==> src/rtl/pmbus_init_sequencer.sv <==
// pmbus_init_sequencer
// Power-up sequencer placed in front of the PMBus init block. It debounces the
// rail power-good, waits a settle delay and fires a one-cycle start pulse. It
// then watches SCL for the init burst to begin and go quiet. It reports
// done/error, and retries a bounded number of times on timeout.
module pmbus_init_sequencer #(
    parameter int PG_DEBOUNCE  = 1000,
    parameter int START_DELAY  = 50000,
    parameter int QUIET_CYCLES = 2048,
    parameter int TIMEOUT      = 2000000,
    parameter int MAX_RETRY    = 3,
    parameter int CNT_BW       = 22,
    parameter int RT_BW        = 2
) (
    input  logic             clock,
    input  logic             reset,
    input  logic             power_good,
    input  logic             scl_mon,
    input  logic             rearm,
    output logic             start,
    output logic             busy,
    output logic             done,
    output logic             error,
    output logic [RT_BW-1:0] retry_count
);

    typedef enum logic [2:0] {
        S_IDLE,
        S_DELAY,
        S_FIRE,
        S_WAIT_ACT,
        S_WAIT_QUIET,
        S_DONE,
        S_FAIL
    } state_t;

    // Terminal compare values; each counter leaves its state on reaching these,
    // so none of them can wrap.
    localparam logic [CNT_BW-1:0] PG_LAST = CNT_BW'(PG_DEBOUNCE - 1);
    localparam logic [CNT_BW-1:0] SD_LAST = CNT_BW'(START_DELAY - 1);
    localparam logic [CNT_BW-1:0] QT_LAST = CNT_BW'(QUIET_CYCLES - 1);
    localparam logic [CNT_BW-1:0] TO_LAST = CNT_BW'(TIMEOUT - 1);
    localparam logic [RT_BW-1:0]  RT_MAX  = RT_BW'(MAX_RETRY);

    state_t            r_state;
    state_t            w_state_nxt;
    logic [CNT_BW-1:0] r_cnt;
    logic [CNT_BW-1:0] w_cnt_nxt;
    logic [CNT_BW-1:0] r_qcnt;
    logic [CNT_BW-1:0] w_qcnt_nxt;
    logic [RT_BW-1:0]  r_retry;
    logic [RT_BW-1:0]  w_retry_nxt;
    logic              r_pg_meta;
    logic              r_pg_s;
    logic              r_scl_meta;
    logic              r_scl_s;
    logic              r_start;
    logic              r_busy;
    logic              r_done;
    logic              r_error;
    logic              w_in_busy;
    logic              w_timeout;

    // Two-flop synchronizers. They are preset to the inactive levels: power
    // absent and SCL idle-high.
    // NOTE: sequential state uses non-blocking (<=) so every flop samples pre-edge values.
    always_ff @(posedge clock or posedge reset) begin
        if (reset) begin
            r_pg_meta  <= 1'b0;
            r_pg_s     <= 1'b0;
            r_scl_meta <= 1'b1;
            r_scl_s    <= 1'b1;
        end else begin
            r_pg_meta  <= power_good;
            r_pg_s     <= r_pg_meta;
            r_scl_meta <= scl_mon;
            r_scl_s    <= r_scl_meta;
        end
    end

    assign w_in_busy = (r_state == S_DELAY) || (r_state == S_FIRE) ||
                       (r_state == S_WAIT_ACT) || (r_state == S_WAIT_QUIET);
    assign w_timeout = (r_cnt == TO_LAST);

    // Next-state and counter logic. Loss of power-good in an active state
    // overrides everything. In WAIT_QUIET, completion beats timeout.
    // NOTE: every always_comb output gets a default first so no latch is inferred.
    always_comb begin
        w_state_nxt = r_state;
        w_cnt_nxt   = r_cnt;
        w_qcnt_nxt  = r_qcnt;
        w_retry_nxt = r_retry;
        if (w_in_busy && !r_pg_s) begin
            w_state_nxt = S_IDLE;
            w_cnt_nxt   = '0;
            w_qcnt_nxt  = '0;
            w_retry_nxt = '0;
        end else begin
            case (r_state)
                S_IDLE: begin
                    w_qcnt_nxt  = '0;
                    w_retry_nxt = '0;
                    if (!r_pg_s) begin
                        w_cnt_nxt = '0;
                    end else if (r_cnt == PG_LAST) begin
                        w_state_nxt = S_DELAY;
                        w_cnt_nxt   = '0;
                    end else begin
                        w_cnt_nxt = r_cnt + CNT_BW'(1);
                    end
                end
                S_DELAY: begin
                    if (r_cnt == SD_LAST) begin
                        w_state_nxt = S_FIRE;
                        w_cnt_nxt   = '0;
                    end else begin
                        w_cnt_nxt = r_cnt + CNT_BW'(1);
                    end
                end
                S_FIRE: begin
                    w_state_nxt = S_WAIT_ACT;
                    w_cnt_nxt   = '0;
                    w_qcnt_nxt  = '0;
                end
                S_WAIT_ACT, S_WAIT_QUIET: begin
                    if (r_state == S_WAIT_QUIET && r_scl_s && r_qcnt == QT_LAST) begin
                        w_state_nxt = S_DONE;
                        w_cnt_nxt   = '0;
                        w_qcnt_nxt  = '0;
                    end else if (w_timeout) begin
                        w_cnt_nxt  = '0;
                        w_qcnt_nxt = '0;
                        if (r_retry < RT_MAX) begin
                            w_retry_nxt = r_retry + RT_BW'(1);
                            w_state_nxt = S_DELAY;
                        end else begin
                            w_state_nxt = S_FAIL;
                        end
                    end else begin
                        w_cnt_nxt = r_cnt + CNT_BW'(1);
                        if (r_state == S_WAIT_ACT) begin
                            w_qcnt_nxt = '0;
                            if (!r_scl_s) begin
                                w_state_nxt = S_WAIT_QUIET;
                            end
                        end else begin
                            w_qcnt_nxt = r_scl_s ? (r_qcnt + CNT_BW'(1)) : '0;
                        end
                    end
                end
                S_DONE, S_FAIL: begin
                    if (rearm || !r_pg_s) begin
                        w_state_nxt = S_IDLE;
                        w_cnt_nxt   = '0;
                        w_qcnt_nxt  = '0;
                        w_retry_nxt = '0;
                    end
                end
                default: begin
                    w_state_nxt = S_IDLE;
                    w_cnt_nxt   = '0;
                    w_qcnt_nxt  = '0;
                    w_retry_nxt = '0;
                end
            endcase
        end
    end

    // State, counters and registered outputs. The outputs are decoded from the
    // next state, so they line up with the state they describe.
    always_ff @(posedge clock or posedge reset) begin
        if (reset) begin
            r_state <= S_IDLE;
            r_cnt   <= '0;
            r_qcnt  <= '0;
            r_retry <= '0;
            r_start <= 1'b0;
            r_busy  <= 1'b0;
            r_done  <= 1'b0;
            r_error <= 1'b0;
        end else begin
            r_state <= w_state_nxt;
            r_cnt   <= w_cnt_nxt;
            r_qcnt  <= w_qcnt_nxt;
            r_retry <= w_retry_nxt;
            r_start <= (w_state_nxt == S_FIRE);
            r_busy  <= (w_state_nxt == S_DELAY) || (w_state_nxt == S_FIRE) ||
                       (w_state_nxt == S_WAIT_ACT) || (w_state_nxt == S_WAIT_QUIET);
            r_done  <= (w_state_nxt == S_DONE);
            r_error <= (w_state_nxt == S_FAIL);
        end
    end

    assign start       = r_start;
    assign busy        = r_busy;
    assign done        = r_done;
    assign error       = r_error;
    assign retry_count = r_retry;

endmodule

==> config.mk <==
export PLATFORM = sky130hd
export DESIGN_NAME = pmbus_init_sequencer
export DESIGN_NICKNAME = d
export VERILOG_FILES = /design/src/rtl/pmbus_init_sequencer.sv
export SDC_FILE = /design/constraint.sdc
export NUM_CORES = 1
export LEC_CHECK = 0
export CAP_MARGIN = 20
export CORE_UTILIZATION = 55
export CTS_CLUSTER_SIZE = 20
export DETAILED_ROUTE_END_ITERATION = 6
export PLACE_DENSITY = 0.71
export SLEW_MARGIN = 20
export SYNTH_ARGS = -nofsm -noshare
export SYNTH_HDL_FRONTEND = slang
export SYNTH_SLANG_ARGS = --single-unit
==> constraint.sdc <==
create_clock -name clock -period 3.2 [get_ports clock]
set_clock_uncertainty 0.15 [all_clocks]
set_input_delay 0.64 -clock clock [delete_from_list [all_inputs] [get_ports clock]]
set_output_delay 0.64 -clock clock [all_outputs]
set_load 0.05 [all_outputs]
; Word level (Yosys, flattened, before mapping)
; Cells that the tools add are included.
[totals]
ff_bits = 57
in_bits = 5
output_inout_bits = 6
wordCells = 86
[classes]
add_sub_neg = 3
magnitude_cmp = 1
n_eq_ne = 22
n_mux = 31
reduce_logical = 17
[op_table]
columns = cell, count
row1 = $mux 22, 12
row2 = $pmux 22 s4, 1
row3 = $pmux 22 s3, 1
row4 = $add 22x1->22 const B, 2
row5 = $mux 3, 10
row6 = $eq 22x10->1 const B, 1
row7 = $eq 22x11->1 const B, 1
row8 = $eq 22x16->1 const B, 1
row9 = $eq 22x21->1 const B, 1
row10 = $eq 3x3->1 const B, 6
row11 = $pmux 3 s5, 1
row12 = $eq 3x2->1 const B, 4
row13 = $ne 3x3->1 const B, 4
row14 = $mux 2, 5
row15 = $logic_or 1x1->1, 7
row16 = $eq 3x1->1 const B, 2
row17 = $pmux 2 s3, 1
row18 = $reduce_or 2->1, 3
row19 = $reduce_and 5->1, 1
row20 = $ne 2x1->1 const B, 2
row21 = $logic_and 1x1->1, 3
row22 = $logic_not 3->1, 1
row23 = $add 2x1->2 const B, 1
row24 = $lt 2x2->1 const B, 1
row25 = other kinds (2), 2

; Longest topological paths before layout
; Gate-level depths: netlist (run 1).
[logic_depth]
ltp_word = 10
ltp_mapped = 9
ltp_nobuf = 9

; Least setup slack after synthesis (run 1)
; OpenSTA, ideal clock, no wires.
[synth_timing]
path_kind = register -> register
from = register r_cnt[0]
to = register r_cnt[7]
setup_time_ps = 79
t_arrival_ps = 2090
setup_slack_ps = 880
stages_incl_launch_ff = 10
path_buffers = 1
period_less_slack_ps = 2320
path_cell_list = dfrtp_1 -> ha_1 -> and4bb_2 -> and2_1 -> nand3_2 -> nand3_1 -> a21oi_2 -> buf_2 -> nand3_1 -> mux2i_1
[synth_via]
elab_chain_len = 5
word_cells_on_any_way = 11
classes_between = add/sub (1) / eq/ne (3) / mux (7)
[synth_lines]
columns = item, line_no
row1 = "start, declared", 47  ; logic [CNT_BW-1:0] r_cnt;
row2 = "start signal, assigned", 183  ; r_cnt <= w_cnt_nxt;
row3 = $add 22x1->22 (tied with other cells), "109, 117, 140"
row4 = $mux 22 (on tied branches), "130, 105"
row5 = $mux 22 (on tied branches), "126, 103"
row6 = $pmux 22 s4 *, 99  ; case (r_state)
row7 = $mux 22 *, 93  ; if (w_in_busy && !r_pg_s) begin
; Mark *: on every way between the ends. The rest lies on a longest branch, timed or not.
; A chain may end at the register's enable or synchronous reset.

; Worst setup path in the final report (run 1)
[layout_timing]
from = register r_cnt[0]
to = register r_cnt[2]
; Same word-level chain as after synthesis.

==> impl_metrics.csv, run 1 <==
group,metric,value,unit
outcome,status,"finished, final reports clean",
placement,gp_congestion,0.838,
route,drtAntennaViolNets,0,
hold_path,holdPathEnd,"r_scl_s",
final_layout,layout.nets,379,
critical_path,r2r-end,"r_cnt[2]",
die,ios,11,
timing,max_freq,0.338,GHz
synthesis,yosysTopAreaCell,"dfrtp_1",
critical_path,cp-start-kind,"flip-flop",
final_layout,antenna_cells,0,
timing,grt_setup_unrepaired,"no",
placement,pre_cts_ws,0.321,ns
critical_path,required,3.30,ns
critical_path,cp-end-kind,"flip-flop",
timing,period_needed,2.96,ns
synthesis,synth_edf_count,0,
critical_path,worstPathMaxFanout,23,
die,die-area,6220,µm²
cts,clk_pin_slew,0.07,ns
global_route,first_global_vias,2569,
global_route,gr-total-overflow,0,
global_route,grt.met3_usage,0.0621,
route,routed_wl,7120,µm
synthesis,syn-num-nets,358,
synthesis,yosysTopAreaCellShare,0.423,
cts,cts_tree,"done",
final_layout,areaGrowthSynthToFinish,15.2,%
route,drt_iter0_markers,154,
cts,cts-htree-levels,3,
timing,final_hold_viol_count,0,
hold_path,hold_depth,0,
critical_path,cpPeakStageDelay,0.82,ns
global_route,gr-usage-met2,0.385,
timing,setup_viol,0,
synthesis,synthMostInstantiatedCell,"dfrtp_1",
synthesis,synth_area,3250,µm²
global_route,grt_usage,0.256,
cts,post_cts_buffers,0,
global_route,antenna_found_initial,0,
critical_path,path_delay_family,"compound AO/OA/AOI/OAI gates",
cts,cts_resized,0,
critical_path,ff2ff_setup_slack,0.24,ns
timing,worst_pin_slew,1.04,ns
power_and_ir_drop,switching_share,0.198,
power_and_ir_drop,ir_drop,0.381,mV
placement,dp_hpwl,4870,µm
power_and_ir_drop,clockPowerShare,0.528,
timing,maxSlewHeadroom,0.306,
synthesis,ys_top_cells_by_count,"dfrtp_1, nor2_1, nand2_1",
critical_path,cp.arrival,3.06,ns
critical_path,reg2reg_from,"r_cnt[0]",
global_route,grt_max_degree,26,
power_and_ir_drop,p_switching,327,µW
placement,portBuffers,10,
route,drc_errors,0,
timing,finalWorstSetupSlack,0.240,ns
timing,setup_tns,0,ns
route,vias,2711,
critical_path,crit_buf_inv,1,
job,drv_cap,0,
synthesis,ys_types,57,
die,num_rows,27,
timing,timing.final.crit_share,0.925,
cts,holdBufCountCts,0,
synthesis,synth_area_leaders,"dfrtp_1, nor2_1, xnor2_1",
synthesis,ys_warn_count,0,
die,start_util,0.580,
synthesis,synth_ff_type,"dfrtp_1",
route,drt_first_pass_iters,4,
hold_path,min-delay-start,"r_scl_meta",
cts,root_buffer,"clkbuf_8",
power_and_ir_drop,power_density,441,nW/µm²
cts,cts.path.max_buffers,2,
critical_path,crit_top_cell,"o21ai_0",
critical_path,crit_path_cell_trace,"ha_1 -> and4bb_2 -> nand4_1 -> o21ai_0 -> a21o_1 -> a21oi_2 -> buf_4 -> nand2_1 -> o21ai_0",
synthesis,syn_inst,350,
power_and_ir_drop,p_int,1.32,mW
cts,cts_buffers,9,
cts,cts_sinks,57,
route,wl_per_cell,15.9,µm
critical_path,path_class,"flip-flop to flip-flop",
final_layout,drive_gt1_frac,0.128,
critical_path,cp_slowest_cell,"a21oi_2",
power_and_ir_drop,p_comb_frac,0.028,
route,viasPerCell,6.05,
global_route,busiest_layer,"met2",
synthesis,async_flop_share,1.00,
global_route,use_met1,0.353,
hold_path,hp-class,"flip-flop to flip-flop",
timing,drv_slew,0,
power_and_ir_drop,power_frac_seq,0.444,
die,coreArea,5610,µm²
critical_path,reg2regPathDepth,9,
synthesis,syn-mean-instance-area,9.29,µm²
global_route,grt_pass1_wl,12200,µm
die,die_x,78.9,µm
synthesis,ys_seq_elements,57,
cts,clk_latency,0.34,ns
die,die-height,78.9,µm
synthesis,ys_seq_area_frac,0.440,
power_and_ir_drop,p_leak,1.54,nW
[area by class of cell]
| cell class | instances | area [µm²] |
|---|---|---|
| Fill cell | 466 | 1860 |
| Multi-Input combinational cell | 271 | 1740 |
| Sequential cell | 57 | 1430 |
| Timing Repair Buffer | 22 | 190 |
| Clock buffer | 12 | 165 |
| Clock inverter | 4 | 97.6 |
| Tap cell | 72 | 90.1 |
| Inverter | 10 | 37.5 |
[per-layer routing]
layer | share of wire | vias to the layer above
met4 | 0.014 | 0
li1 | - | 1323
met2 | 0.45 | 55
met3 | 0.035 | 8
met5 | 0 | -
met1 | 0.50 | 1325
[worst max-delay path by stage]
stage	startpoint	endpoint	slack, ns	cells past startpoint
floorplan	r_cnt[0]	r_cnt[7]	0.88	9
global placement	rearm	r_qcnt[17]	0.37	7
detailed placement	r_cnt[0]	r_cnt[2]	0.32	9
CTS	r_cnt[0]	r_cnt[2]	0.28	9
global route	r_cnt[0]	r_cnt[2]	0.007	9
finish	r_cnt[0]	r_cnt[2]	0.24	9
[cell usage in the layout (no fill, tap or decap), types with 3 or more instances in the layout]
cell type | Yosys | layout
a211oi_1 | 7 | 7
a21o_1 | 4 | 4
a21oi_1 | 13 | 13
a22o_1 | 12 | 12
a31oi_1 | 4 | 4
and2_1 | 7 | 7
and3_1 | 8 | 8
and4_1 | 3 | 3
and4bb_2 | 3 | 3
buf_4 | 1 | 12
bufinv_16 | 0 | 3
clkbuf_8 | 0 | 12
clkdlybuf4s50_1 | 0 | 10
dfrtp_1 | 55 | 55
ha_1 | 3 | 3
inv_1 | 10 | 9
mux2_2 | 3 | 3
mux2i_1 | 5 | 5
nand2_1 | 30 | 30
nand2b_1 | 6 | 6
nand3_1 | 16 | 16
nand4_1 | 11 | 11
nor2_1 | 33 | 33
nor3_1 | 11 | 10
nor4_1 | 5 | 5
o21ai_0 | 23 | 23
o21ai_1 | 3 | 3
or3_1 | 8 | 8
xnor2_1 | 14 | 14
xor2_1 | 8 | 8
[power by group through the flow]
stage                     combinational (mW)  clock (mW)  sequential (mW)
after floorplan                       0.0299           0            0.744
after global placement                0.0458           0            0.746
final                                 0.0463       0.871            0.733
after CTS                             0.0469       0.885            0.733
after global routing                  0.0528       0.918            0.733
after detailed placement              0.0464           0            0.746
[kinds of logic (layout without fill, tap and decap cells)]
kind of cell	Yosys count	count (layout)	synth area share
and+or+nand+nor	158	158	0.266
AOI/OAI and AO/OA	79	79	0.166
DFF	57	57	0.440
xor gates and xnor gates	22	22	0.0593
buffers and inverters	22	48	0.0281
muxes	8	8	0.0258
adders and majority gates	4	4	0.0146
[per-stage QoR]
step                utilization  cell area [µm²]  power [mW]  hold WS, ns  cells
CTS                       0.668             3740        1.66        0.197    448
finish                    0.668             3740        1.65        0.195    448
detailed placement        0.621             3480       0.793        0.187    432
global placement          0.621             3480       0.792        0.184    432
floorplan                     -             3250       0.774        0.181    350
global route              0.668             3740        1.70        0.208    448
[sequential cells by signal, summed over array words and instances (netlist names)]
signal	cells
error	1
r_scl_s	1
busy	1
r_cnt	22
r_pg_meta	1
retry_count	2
r_state	3
done	1
r_pg_s	1
r_qcnt	22
start	1
r_scl_meta	1
Note: power is estimated with default switching activity, not from simulation.
==> run 2, diff against run 1 <==
CORE_UTILIZATION = 25   (was 55)
PLACE_DENSITY = 0.37   (was 0.71)
==> impl_metrics.csv, run 2 (same netlist as run 1, synthesis figures left out) <==
group,metric,value,unit
cts,cts.path.max_buffers,2,
cts,post_cts_buffers,0,
power_and_ir_drop,power_frac_seq,0.426,
die,num_rows,41,
final_layout,drive_gt1_frac,0.118,
final_layout,final_common_cell,"dfrtp_1",
route,routed_wl,8170,µm
die,die_x,116,µm
placement,portBuffers,10,
timing,setup_viol,0,
cts,cts_resized,0,
critical_path,crit_path_cell_trace,"nand4_1 -> nor3_1 -> nand4_2 -> nand3_1 -> a21oi_2 -> buf_12 -> a21o_1 -> a22o_1",
route,wl_per_cell,15.0,µm
global_route,grt_pass1_wl,13800,µm
die,ios,11,
die,die-area,13500,µm²
critical_path,cp_slowest_cell,"nor3_1",
global_route,first_global_vias,2574,
route,vias,2635,
die,die-height,116,µm
cts,clk_latency,0.33,ns
final_layout,multi_input_area,1740,µm²
job,drv_cap,0,
route,drc_errors,0,
timing,setup_tns,0,ns
power_and_ir_drop,p_switching,371,µW
outcome,status,"finished, final reports clean",
timing,period_needed,2.71,ns
critical_path,cp.arrival,2.78,ns
critical_path,crit_buf_inv,1,
critical_path,cp-start-kind,"flip-flop",
timing,drv_slew,0,
critical_path,cpPeakStageDelay,0.46,ns
cts,cts_tree,"done",
cts,cts-htree-levels,3,
cts,clk_pin_slew,0.05,ns
final_layout,utilization,0.308,
cts,holdBufCountCts,0,
global_route,grt_max_degree,35,
final_layout,areaGrowthSynthToFinish,20.1,%
cts,root_buffer,"clkbuf_16",
placement,gp_congestion,0.742,
die,coreArea,12700,µm²
die,start_util,0.257,
timing,max_freq,0.368,GHz
power_and_ir_drop,power_density,442,nW/µm²
final_layout,seq_area,1430,µm²
power_and_ir_drop,ir_drop,0.219,mV
route,viasPerCell,4.83,
timing,worst_pin_slew,0.756,ns
cts,cts_buffers,9,
critical_path,path_class,"flip-flop to flip-flop",
global_route,antenna_found_initial,0,
timing,final_hold_viol_count,0,
final_layout,filler_cell_count,1338,
critical_path,path_delay_family,"simple AND/OR/NAND/NOR gates",
global_route,grt_usage,0.137,
route,drtAntennaViolNets,0,
route,drt_first_pass_iters,4,
global_route,gr-total-overflow,0,
timing,maxSlewHeadroom,0.495,
power_and_ir_drop,p_int,1.35,mW
power_and_ir_drop,clockPowerShare,0.544,
critical_path,required,3.26,ns
power_and_ir_drop,p_leak,1.55,nW
critical_path,worstPathMaxFanout,28,
timing,timing.final.crit_share,0.848,
power_and_ir_drop,switching_share,0.215,
timing,grt_setup_unrepaired,"no",
final_layout,layout.nets,376,
placement,dp_hpwl,5650,µm
final_layout,final_cell_mix,"dfrtp_1, nor2_1, nand2_1, o21ai_0, nand3_1",
hold_path,hp-class,"flip-flop to flip-flop",
cts,cts_sinks,57,
power_and_ir_drop,p_comb_frac,0.030,
critical_path,cp-end-kind,"flip-flop",
final_layout,top_regs,"r_cnt: 22 flops, r_qcnt: 22 flops, r_state: 3 flops",
final_layout,antenna_cells,0,
route,drt_iter0_markers,111,
run 2: changes by cell type in the layout (fill, tap and decap cells not counted):
cell and delta:
clkinv_2 +2, clkbuf_16 +9, clkinvlp_4 -1, buf_4 -5, clkbuf_1 +1, buf_12 +2
clkbuf_8 -8, bufinv_16 -3
run 2: power groups by stage:
stage	combinational, mW	clock (mW)	sequential [mW]
CTS	0.0533	0.980	0.735
finish	0.0510	0.937	0.735
global route	0.0581	1.01	0.735
floorplan	0.0299	0	0.744
detailed placement	0.0529	0	0.747
global placement	0.0534	0	0.747
run 2: per-layer routing:
metal	global-route usage	vias up	routed length (µm)
met3	0.0392	12	178
met4	0.0650	0	128
met2	0.199	29	3660
met5	0	-	0
met1	0.187	1278	4200
li1	-	1316	-
run 2: stage by stage:
step           cells  area, µm²  power [mW]  setup slack, ns  hold slack [ns]
6_report         545       3900        1.72            0.486            0.204
2_1_floorplan    350       3250       0.774            0.880            0.181
3_5_place_dp     529       3610       0.800            0.278            0.197
5_1_grt          545       3900        1.80            0.215            0.212
3_3_place_gp     529       3610       0.801            0.342            0.198
4_1_cts          545       3900        1.77            0.459            0.205
run 2: layout make-up:
cell class / count / share of cell area
Inverter: 10 / 0.00962
Sequential cell: 57 / 0.366
Timing Repair Buffer: 19 / 0.0494
Multi-Input combinational cell: 271 / 0.445
Tap cell: 172 / 0.0551
Clock buffer: 14 / 0.0728
Clock inverter: 2 / 0.00256
run 2: worst paths after layout:
kind | slack, ns | depth (start not counted) | to | from
min in group asynchronous | 0.62 | 2 | r_cnt[6] | reset
setup / recovery | 0.49 | 8 | r_cnt[18] | r_qcnt[3]
hold / removal | 0.20 | 0 | r_scl_s | r_scl_meta
setup reg to reg | 0.49 | 8 | r_cnt[18] | r_qcnt[3]
hold reg to reg | 0.20 | 0 | r_scl_s | r_scl_meta
max in group asynchronous | 1.70 | 3 | r_cnt[17] | reset
==> run 3, diff against run 2 <==
clock period = 2.7 ns   (was 3.2 ns; I/O delays follow)
==> impl_metrics.csv, run 3 (same netlist as run 1, synthesis figures left out) <==
group,metric,value,unit
outcome,status,"finished, final reports clean",
route,viasPerCell,4.85,
die,num_rows,41,
job,drv_cap,0,
timing,grt_setup_unrepaired,"no",
die,coreArea,12700,µm²
final_layout,drive_gt1_frac,0.155,
cts,clk_pin_slew,0.05,ns
die,start_util,0.257,
critical_path,required,2.81,ns
critical_path,cp.arrival,2.51,ns
placement,dp_hpwl,5780,µm
route,routed_wl,8380,µm
timing,worst_pin_slew,0.527,ns
cts,cts_sinks,57,
power_and_ir_drop,power_density,554,nW/µm²
hold_path,hp-class,"flip-flop to flip-flop",
global_route,grt_usage,0.142,
cts,clk_latency,0.34,ns
critical_path,reg2regPathDepth,7,
cts,root_buffer,"clkbuf_16",
global_route,grt_max_degree,38,
final_layout,antenna_cells,0,
final_layout,layout.nets,391,
cts,post_cts_buffers,0,
route,wl_per_cell,15.0,µm
route,drc_errors,0,
timing,period_needed,2.40,ns
die,ios,11,
cts,cts_buffers,9,
timing,setup_tns,0,ns
timing,drv_slew,0,
cts,cts.path.max_buffers,2,
final_layout,top_regs,"r_cnt: 22 flops, r_qcnt: 22 flops, r_state: 3 flops",
power_and_ir_drop,power.total,2.26,mW
final_layout,final_cell_mix,"dfrtp_1, nor2_1, nand2_1, o21ai_0, buf_4",
timing,final_hold_viol_count,0,
die,die-area,13500,µm²
cts,cts_tree,"done",
timing,maxSlewHeadroom,0.645,
critical_path,worstPathMaxFanout,6,
final_layout,areaGrowthSynthToFinish,25.7,%
cts,cts-htree-levels,3,
critical_path,cp-end-kind,"flip-flop",
power_and_ir_drop,p_leak,1.65,nW
critical_path,r2r-end,"error",
critical_path,ff2ff_setup_slack,0.30,ns
hold_path,holdPathEnd,"r_scl_s",
die,die-height,116,µm
hold_path,hold_depth,0,
timing,setup_viol,0,
route,vias,2716,
global_route,grt_pass1_wl,14300,µm
power_and_ir_drop,ir_drop,0.270,mV
placement,gp_congestion,0.771,
critical_path,reg2reg_from,"r_cnt[18]",
global_route,gr-total-overflow,0,
global_route,first_global_vias,2682,
hold_path,min-delay-start,"r_scl_meta",
global_route,antenna_found_initial,0,
route,drt_first_pass_iters,4,
placement,portBuffers,10,
critical_path,cp-start-kind,"flip-flop",
timing,max_freq,0.416,GHz
timing,timing.final.crit_share,0.890,
route,drtAntennaViolNets,0,
cts,holdBufCountCts,0,
cts,cts_resized,0,
final_layout,filler_cell_count,1350,
critical_path,path_class,"flip-flop to flip-flop",
die,die_x,116,µm
route,drt_iter0_markers,121,
final_layout,final_common_cell,"dfrtp_1",
==> run 3: cell count changes in the layout (fill, tap and decap cells not counted), sizes merged <==
cell / delta
bufinv: +3
clkinv: -1
buf: +15
clkbuf: -3
clkinvlp: +1
==> run 3: metal layers <==
metal,up-vias,part of all wire,GRT usage
met3,11,0.032,0.0460
met5,-,0,0
met1,1319,0.49,0.185
met4,0,0.019,0.0607
li1,1348,-,-
met2,38,0.45,0.217
==> run 3: report_power, final <==
group | internal [mW] | switching [mW]
combinational | 0.0227 | 0.0387
sequential | 0.863 | 0.00767
clock | 0.924 | 0.408
==> run 3: area by class of cell <==
| cell class | instances | area (µm²) | share of cell area |
|---|---|---|---|
| Tap cell | 172 | 215 | 0.0527 |
| Inverter | 10 | 37.5 | 0.00919 |
| Sequential cell | 57 | 1430 | 0.350 |
| Clock buffer | 11 | 243 | 0.0594 |
| Timing Repair Buffer | 34 | 318 | 0.0778 |
| Multi-Input combinational cell | 271 | 1740 | 0.426 |
| Clock inverter | 5 | 103 | 0.0251 |
==> run 3: worst max-delay path, stage by stage, from the launching register on <==
cell      delay (ns)
dfrtp_1         0.43
nand4_1         0.24
or4b_4          0.62
o21ai_2         0.14
o211ai_2        0.12
a221oi_4        0.33
nand3_1         0.17
nor2_1          0.12
==> run 3: how the worst max path moves through the flow <==
stage	from	end	slack, ns
2_1_floorplan	r_cnt[0]	r_cnt[7]	0.38
3_3_place_gp	rearm	r_qcnt[19]	0.08
3_5_place_dp	rearm	r_qcnt[19]	0.02
4_1_cts	r_cnt[0]	busy	0.27
5_1_grt	r_cnt[18]	busy	0.08
6_report	r_cnt[18]	error	0.30
==> run 3: stage by stage <==
| stage | setup slack, ns | hold slack [ns] | utilization | cell area [µm²] | instances |
|---|---|---|---|---|---|
| after floorplan | 0.380 | 0.181 | - | 3250 | 350 |
| after global placement | 0.0788 | 0.196 | 0.295 | 3730 | 544 |
| after detailed placement | 0.0151 | 0.199 | 0.295 | 3730 | 544 |
| after CTS | 0.269 | 0.200 | 0.322 | 4080 | 560 |
| after global routing | 0.0811 | 0.198 | 0.322 | 4090 | 560 |
| final | 0.298 | 0.197 | 0.322 | 4090 | 560 |
